`src/rtl/multicycle_ctrl.sv`:
```
// multicycle_ctrl: control unit for a multicycle RV32I core.
// A Moore FSM that steps a shared datapath (one ALU, one unified memory,
// IR/ALUOut/Data registers) through lw, sw, R-type, I-type ALU, beq and jal.
// It stalls on MemReady and, when MAX_WAIT is nonzero, enters FAULT after too
// many consecutive wait cycles. Unsupported encodings also enter FAULT, which
// is sticky until reset.
//
// Ports:
//   clk         rising-edge clock
//   reset       synchronous active-low reset (0 = reset)
//   op/funct3/funct7b5  instruction fields taken from IR
//   Zero        ALU zero flag
//   MemReady    memory completes the current access this cycle
//   AdrSrc, IRWrite, PCWrite, RegWrite, MemWrite,
//   ResultSrc, ALUSrcA, ALUSrcB, ImmSrc, ALUControl   datapath controls
//   InstrDone   one-cycle pulse in the last cycle of each instruction
//   Fault       high while in FAULT
//
// state     | meaning
// ----------+-----------------------------------------------
// FETCH     | read instruction at PC, PC <= PC+4 on MemReady
// DECODE    | compute branch/jump target into ALUOut
// MEMADR    | compute load/store address
// MEMREAD   | read data memory, wait for MemReady
// MEMWB     | write loaded data to register file
// MEMWR     | write data memory, wait for MemReady
// EXECR     | R-type ALU operation
// EXECI     | I-type ALU operation
// JAL       | PC <= target, ALUOut <= OldPC+4
// ALUWB     | write ALUOut to register file
// BEQ       | compare, PC <= target if equal
// FAULT     | unsupported encoding or wait timeout; sticky
module multicycle_ctrl #(
  parameter int MAX_WAIT = 0,
  parameter int WAITW    = 8
) (
  input  logic       clk,
  input  logic       reset,
  input  logic [6:0] op,
  input  logic [2:0] funct3,
  input  logic       funct7b5,
  input  logic       Zero,
  input  logic       MemReady,
  output logic       AdrSrc,
  output logic       IRWrite,
  output logic       PCWrite,
  output logic       RegWrite,
  output logic       MemWrite,
  output logic [1:0] ResultSrc,
  output logic [1:0] ALUSrcA,
  output logic [1:0] ALUSrcB,
  output logic [1:0] ImmSrc,
  output logic [2:0] ALUControl,
  output logic       InstrDone,
  output logic       Fault
);

  localparam logic [6:0] OP_LW  = 7'b0000011;
  localparam logic [6:0] OP_SW  = 7'b0100011;
  localparam logic [6:0] OP_R   = 7'b0110011;
  localparam logic [6:0] OP_I   = 7'b0010011;
  localparam logic [6:0] OP_JAL = 7'b1101111;
  localparam logic [6:0] OP_BEQ = 7'b1100011;

  typedef enum logic [3:0] {
    S_FETCH, S_DECODE, S_MEMADR, S_MEMREAD, S_MEMWB, S_MEMWR,
    S_EXECR, S_EXECI, S_JAL, S_ALUWB, S_BEQ, S_FAULT
  } state_t;

  state_t           state, state_nx;
  logic [WAITW-1:0] wait_cnt;
  logic             mem_state, timeout, f3_ok;
  logic             pc_update, branch, ir_wr, reg_wr, mem_wr, done;
  logic [1:0]       alu_op;

  assign mem_state = (state == S_FETCH) || (state == S_MEMREAD) || (state == S_MEMWR);
  // Timeout fires on the wait cycle after MAX_WAIT waits have already elapsed.
  assign timeout   = (MAX_WAIT != 0) && mem_state && !MemReady &&
                     (wait_cnt == WAITW'(MAX_WAIT));
  assign f3_ok     = (funct3 == 3'b000) || (funct3 == 3'b010) ||
                     (funct3 == 3'b110) || (funct3 == 3'b111);

  always_comb begin
    state_nx = state;
    case (state)
      S_FETCH:   if (MemReady) state_nx = S_DECODE;
      S_DECODE: begin
        case (op)
          OP_LW, OP_SW: state_nx = S_MEMADR;
          OP_R:         state_nx = f3_ok ? S_EXECR : S_FAULT;
          OP_I:         state_nx = f3_ok ? S_EXECI : S_FAULT;
          OP_JAL:       state_nx = S_JAL;
          OP_BEQ:       state_nx = S_BEQ;
          default:      state_nx = S_FAULT;
        endcase
      end
      S_MEMADR:  state_nx = op[5] ? S_MEMWR : S_MEMREAD;
      S_MEMREAD: if (MemReady) state_nx = S_MEMWB;
      S_MEMWB:   state_nx = S_FETCH;
      S_MEMWR:   if (MemReady) state_nx = S_FETCH;
      S_EXECR:   state_nx = S_ALUWB;
      S_EXECI:   state_nx = S_ALUWB;
      S_JAL:     state_nx = S_ALUWB;
      S_ALUWB:   state_nx = S_FETCH;
      S_BEQ:     state_nx = S_FETCH;
      S_FAULT:   state_nx = S_FAULT;
      default:   state_nx = S_FAULT;
    endcase
    if (timeout) state_nx = S_FAULT;
  end

  always_ff @(posedge clk) begin
    if (!reset) begin
      state    <= S_FETCH;
      wait_cnt <= '0;
    end else begin
      state <= state_nx;
      // Staying in a memory state means MemReady was low; any exit clears.
      if (mem_state && !MemReady && !timeout) begin
        if (wait_cnt != '1) wait_cnt <= wait_cnt + WAITW'(1);
      end else begin
        wait_cnt <= '0;
      end
    end
  end

  always_comb begin
    AdrSrc    = 1'b0;
    ResultSrc = 2'b00;
    ALUSrcA   = 2'b00;
    ALUSrcB   = 2'b00;
    alu_op    = 2'b00;
    pc_update = 1'b0;
    branch    = 1'b0;
    ir_wr     = 1'b0;
    reg_wr    = 1'b0;
    mem_wr    = 1'b0;
    done      = 1'b0;
    Fault     = 1'b0;
    case (state)
      S_FETCH: begin
        ALUSrcB   = 2'b10;
        ResultSrc = 2'b10;
        ir_wr     = MemReady;
        pc_update = MemReady;
      end
      S_DECODE: begin
        ALUSrcA = 2'b01;
        ALUSrcB = 2'b01;
      end
      S_MEMADR: begin
        ALUSrcA = 2'b10;
        ALUSrcB = 2'b01;
      end
      S_MEMREAD: AdrSrc = 1'b1;
      S_MEMWB: begin
        ResultSrc = 2'b01;
        reg_wr    = 1'b1;
        done      = 1'b1;
      end
      S_MEMWR: begin
        AdrSrc = 1'b1;
        mem_wr = 1'b1;
        done   = MemReady;
      end
      S_EXECR: begin
        ALUSrcA = 2'b10;
        alu_op  = 2'b10;
      end
      S_EXECI: begin
        ALUSrcA = 2'b10;
        ALUSrcB = 2'b01;
        alu_op  = 2'b10;
      end
      S_JAL: begin
        ALUSrcA   = 2'b01;
        ALUSrcB   = 2'b10;
        pc_update = 1'b1;
      end
      S_ALUWB: begin
        reg_wr = 1'b1;
        done   = 1'b1;
      end
      S_BEQ: begin
        ALUSrcA = 2'b10;
        alu_op  = 2'b01;
        branch  = 1'b1;
        done    = 1'b1;
      end
      S_FAULT: Fault = 1'b1;
      default: Fault = 1'b1;
    endcase
  end

  // Write enables are gated by reset so nothing commits while it is held.
  assign IRWrite   = reset & ir_wr;
  assign PCWrite   = reset & (pc_update | (branch & Zero));
  assign RegWrite  = reset & reg_wr;
  assign MemWrite  = reset & mem_wr;
  assign InstrDone = reset & done;

  always_comb begin
    ALUControl = 3'b000;
    case (alu_op)
      2'b01: ALUControl = 3'b001;
      2'b10: begin
        case (funct3)
          3'b000:  ALUControl = (funct7b5 & op[5]) ? 3'b001 : 3'b000;
          3'b010:  ALUControl = 3'b101;
          3'b110:  ALUControl = 3'b011;
          3'b111:  ALUControl = 3'b010;
          default: ALUControl = 3'b000;
        endcase
      end
      default: ALUControl = 3'b000;
    endcase
  end

  always_comb begin
    case (op)
      OP_SW:   ImmSrc = 2'b01;
      OP_BEQ:  ImmSrc = 2'b10;
      OP_JAL:  ImmSrc = 2'b11;
      default: ImmSrc = 2'b00;
    endcase
  end

endmodule

```
`config.mk`:
```
export PLATFORM = sky130hd
export DESIGN_NAME = multicycle_ctrl
export DESIGN_NICKNAME = d
export VERILOG_FILES = /design/src/rtl/multicycle_ctrl.sv
export SDC_FILE = /design/constraint.sdc
export NUM_CORES = 1
export LEC_CHECK = 0
export ABC_AREA = 0
export CAP_MARGIN = 0
export CORE_MARGIN = 1
export CORE_UTILIZATION = 44
export DETAILED_ROUTE_END_ITERATION = 16
export PLACE_DENSITY = 0.93
export SETUP_SLACK_MARGIN = 0.3
export SYNTH_ARGS = -nofsm -noshare
export SYNTH_HDL_FRONTEND = slang
export SYNTH_SLANG_ARGS = --single-unit
export TNS_END_PERCENT = 5
```
`constraint.sdc`:
```
create_clock -name clk -period 2.6 [get_ports clk]
set_input_delay 0.26 -clock clk [delete_from_list [all_inputs] [get_ports clk]]
set_output_delay 0.26 -clock clk [all_outputs]
set_load 0.01 [all_outputs]
```
Yosys cells after proc, flatten, opt, wreduce, memory -nomap -nowiden
Index checks and enable logic that the tools add are counted.
- output and inout port bits: 18
- word-level logic and storage cells: 74
- register bits after elaboration: 4
- input bits: 15
- muxes and demuxes: 24
- bitwise logic cells: 8
- reductions and logical operators: 17
- eq/ne operators: 24
- operator list (operator ; count):
    one-hot mux 4 bit (7 select lines) ; 1
    two-way mux 4 bit ; 5
    one-hot mux 4 bit (5 select lines) ; 1
    == test 4 x 3 -> 1 bit, second input constant ; 4
    one-hot mux 2 bit (2 select lines) ; 4
    == test 7 x 6 -> 1 bit, second input constant ; 2
    == test 7 bit, second input constant ; 2
    == test 4 bit, second input constant ; 3
    one-hot mux 3 bit (4 select lines) ; 1
    OR reduction 2 bit ; 6
    OR reduction 11 bit ; 1
    OR reduction 3 bit ; 3
    == test 4 x 2 -> 1 bit, second input constant ; 2
    bitwise AND 1 bit ; 7
    == test 7 x 2 -> 1 bit, second input constant ; 1
    == test 7 x 5 -> 1 bit, second input constant ; 1
    two-way mux 1 bit ; 7
    == test 3 bit, second input constant ; 2
    != test 2 bit, second input constant ; 3
    one-hot mux 2 bit (3 select lines) ; 1
    one-hot mux 3 bit (2 select lines) ; 1
    == test 4 x 1 -> 1 bit, second input constant ; 1
    zero test 4 bit ; 1
    one-hot mux 1 bit (2 select lines) ; 2
    9 further kinds ; 11

Logic depth before layout (Yosys ltp)
- word-level depth: 7
- gate-level depth with buffers: 8
- mapped depth without buffers: 7

Worst setup path after synthesis
Ideal clock, no wire load.
- path type: flip-flop to output port
- start point: register state[2]
- end point: output port ALUControl[1]
- path buffers: 1
- arrival: 1.380 ns
- slack: 0.960 ns
- stages on the path, launching flop included: 7
- cells stage by stage: dfxtp_1 buf_2 nor2b_1 inv_1 nor2_1 ha_1 nor3_1
- word-level cells in the longest chain between the ends: 5
- ends and longest elaborated chain (element ; line ; source):
    start: declaration ; 70 ; state_t state, state_nx;
    start signal: assignment ; 117 ; state <= state_nx;
    == test 4 x 3 -> 1 bit ; 140 ; case (state)
    OR reduction 2 bit (no line) ; -- ;
    one-hot mux 2 bit (2 select lines) (*) ; 140 ;
    == test 2 bit or == test 2 x 1 -> 1 bit (tied branches) ; 204 ; case (alu_op)
    one-hot mux 3 bit (2 select lines) (*) ; 204 ;
    end: declaration ; 53 ; output logic [2:0] ALUControl,
Every way passes the cells marked *; elsewhere a longest branch is shown, timed or not.

Worst setup path after layout
Ends and elaborated chain as after synthesis.

==> results.json <==
{
  "grt_use_met2": 0.403,
  "num-fill-cells": 132,
  "cts_buffers": 3,
  "crit_path_start_kind": "register",
  "critPathKind": "register to output port",
  "cp-endpoint": "ALUControl[1]",
  "fin_crit_sh": 0.887,
  "top_usage_layer": "met2",
  "io_buffer_count": 32,
  "critPathRequiredTime_ns": 2.34,
  "synth_seq_area_share": 0.109,
  "fin_tns_setup_ns": 0,
  "cts_tree": "built",
  "hold_ws_ns": 0.712,
  "dpl_worst_slack_ns": 0.273,
  "syn_to_final_growth_pct": 48.6,
  "chipHeight_microns": 42.9,
  "cp_slowest_cell": "clkdlybuf4s50_1",
  "synth_ff_type": "dfxtp_1",
  "hpwl_microns": 1580,
  "path_clk_slew_ns": 0.04,
  "end_kind": "output port",
  "synth_edf_count": 0,
  "seq_area_sq_um": 81.3,
  "nets": 165,
  "multi_input_area_sq_um": 584,
  "ys_warn_count": 0,
  "wire_per_inst_microns": 12.7,
  "start_util": 0.482,
  "io_pins": 33,
  "antenna_left": 0,
  "top_register": "state",
  "crit_arrival_ns": 2.05,
  "crit_fanout": 7,
  "die_w_microns": 42.9,
  "r2r_setup_slack_ns": 0.87,
  "dp_cells": 159,
  "fmax_ghz": 0.434,
  "drv_slew": 0,
  "finalHoldViolCount": 0,
  "largest_register_ffs": 4,
  "routed-via-count": 955,
  "cts_buffer_depth": 2,
  "viasPerCell": 5.90,
  "max_slew.worst_pin.slew_ns": 0.403,
  "place.gp.congestion": 0.873,
  "ys_ff_latch": 4,
  "leakagePower_uw": 0.000444,
  "worstHoldPathCells": 3,
  "grt-ovfl-total": 0,
  "min_period_ns": 2.31,
  "r2r_end": "state[0]",
  "drive_gt1_frac": 0.0753,
  "grt_pass1_vias": 821,
  "syn-cell-area_sq_um": 734,
  "outcome": "finished, final reports clean",
  "drv_cap": 0,
  "drt_first_pass_iters": 4,
  "syn_area_per_cell_sq_um": 6.39,
  "grt_usage": 0.229,
  "setup_viol_count_final": 0,
  "syn_inst": 115,
  "grt_max_degree": 17,
  "cts_sinks": 4,
  "coreArea_sq_um": 1520,
  "reg2reg_from": "state[2]",
  "cts_setup_buffers": 0,
  "max_slew_margin": 0.729,
  "grt_pass1_wl_microns": 3360,
  "grt_util_met1": 0.277,
  "antenna_found_initial": 0,
  "skew_ns": 0.00318,
  "clk_latency_ns": 0.24,
  "hp-class": "register to register",
  "power.density_nw_per_um2": 870,
  "use_met3": 0.0255,
  "rsz0062_at_grt": "yes",
  "drc": 0,
  "critPathLaunch": "state[2]",
  "stdcell_count": 162,
  "ff2ff_path_depth": 5,
  "path_cells": "nor2b_1 > inv_1 > nor2_1 > ha_1 > nor3_1 > clkdlybuf4s50_1",
  "h-tree-depth": 1,
  "first_iter_violations": 33,
  "total_power_uw": 949,
  "antennaDiodeCount": 0,
  "dieArea_sq_um": 1840,
  "yosysUniqueCellTypes": 39,
  "reg.largest.list": "state (4)",
  "syn_nets": 132,
  "setup_slack_ns": 0.295,
  "cpPeakStageDelay_ns": 0.56,
  "rows": 14,
  "finalWirelength_microns": 2050,
  "async_reset_ff_frac": 0,
  "vdd_drop_max_mv": 0.475,
  "cts_root_buffer": "clkbuf_4"
}
cell usage after synthesis (all sizes together) (4+ instances only):
| master | number | share of area |
|---|---|---|
| o21ai | 6 | 0.041 |
| nand2b | 6 | 0.051 |
| dfxtp | 4 | 0.11 |
| a21oi | 7 | 0.048 |
| nor2b | 4 | 0.034 |
| inv | 7 | 0.036 |
| and3 | 4 | 0.034 |
| nor3 | 8 | 0.055 |
| nor2 | 12 | 0.061 |
| nand2 | 8 | 0.041 |
| buf | 7 | 0.048 |
report_power, final:
part	internal [uW]	switching (uW)	leakage (uW)	total [uW]
Sequential	88.8	53.4	0.0000332	142
Combinational	376	354	0.000397	730
Clock	51.6	24.9	0.0000138	76.4
Total	516	433	0.000444	949
per-layer routing:
layer / wire length (microns) / share of wire
met5: 0 / 0
met3: 208 / 0.10
met4: 12 / 0.0059
met1: 818 / 0.40
met2: 1010 / 0.49
stage by stage:
stage                      util  area (sq um)
after floorplan               -           734
after detailed placement  0.701          1070
after global placement    0.701          1070
after global routing      0.716          1090
after CTS                 0.715          1090
final                     0.716          1090
area by class of cell:
type	count	share of cell area
Multi-Input combinational cell	95	0.536
Tap cell	16	0.0183
Sequential cell	4	0.0745
Clock buffer	3	0.0206
Timing Repair Buffer	37	0.327
Inverter	7	0.0241
cells by family after synthesis:
| group | Yosys count | synth area share |
|---|---|---|
| flip-flops | 4 | 0.109 |
| XOR/XNOR | 5 | 0.0596 |
| AND/OR/NAND/NOR | 59 | 0.436 |
| AO/OA/AOI/OAI | 29 | 0.266 |
| adder cells (fa/ha/maj) | 2 | 0.0341 |
| buffers and inverters | 16 | 0.0954 |
cells in the final DEF (no fill, tap or decap), drive strengths merged, types with 2 or more instances in the layout:
master	count
clkdlybuf4s50	31
nor2	12
nor3	8
nand2	8
inv	7
a21oi	7
nand2b	6
o21ai	6
buf	5
nor2b	4
and3	4
dfxtp	4
nand3	3
xor2	3
and2	3
clkbuf	3
xnor2	2
o31ai	2
nand3b	2
o21a	2
a21o	2
nor4	2
o31a	2
ha	2
worst max-delay path: cells and delay by family, from the launching register on:
family | cells | cell delay [ns]
buffers and inverters | 2 | 0.63
and+or+nand+nor | 3 | 0.50
DFF | 1 | 0.41
adders and majority gates | 1 | 0.26
timing repair:
action,4_1_cts,5_1_grt
resized for setup,1,1
gates cloned,0,0
hold buffers,0,0
endpoints found under the setup margin,3,7
worst min-delay path by stage:
stage / startpoint / endpoint / slack, ns
floorplan: op[4] / state[2] / 0.41
global route: state[0] / state[2] / 0.75
finish: state[0] / state[2] / 0.71
CTS: state[2] / state[1] / 0.72
global placement: state[3] / state[2] / 0.70
detailed placement: state[2] / state[1] / 0.70
Power figures use the tool's default switching activity.
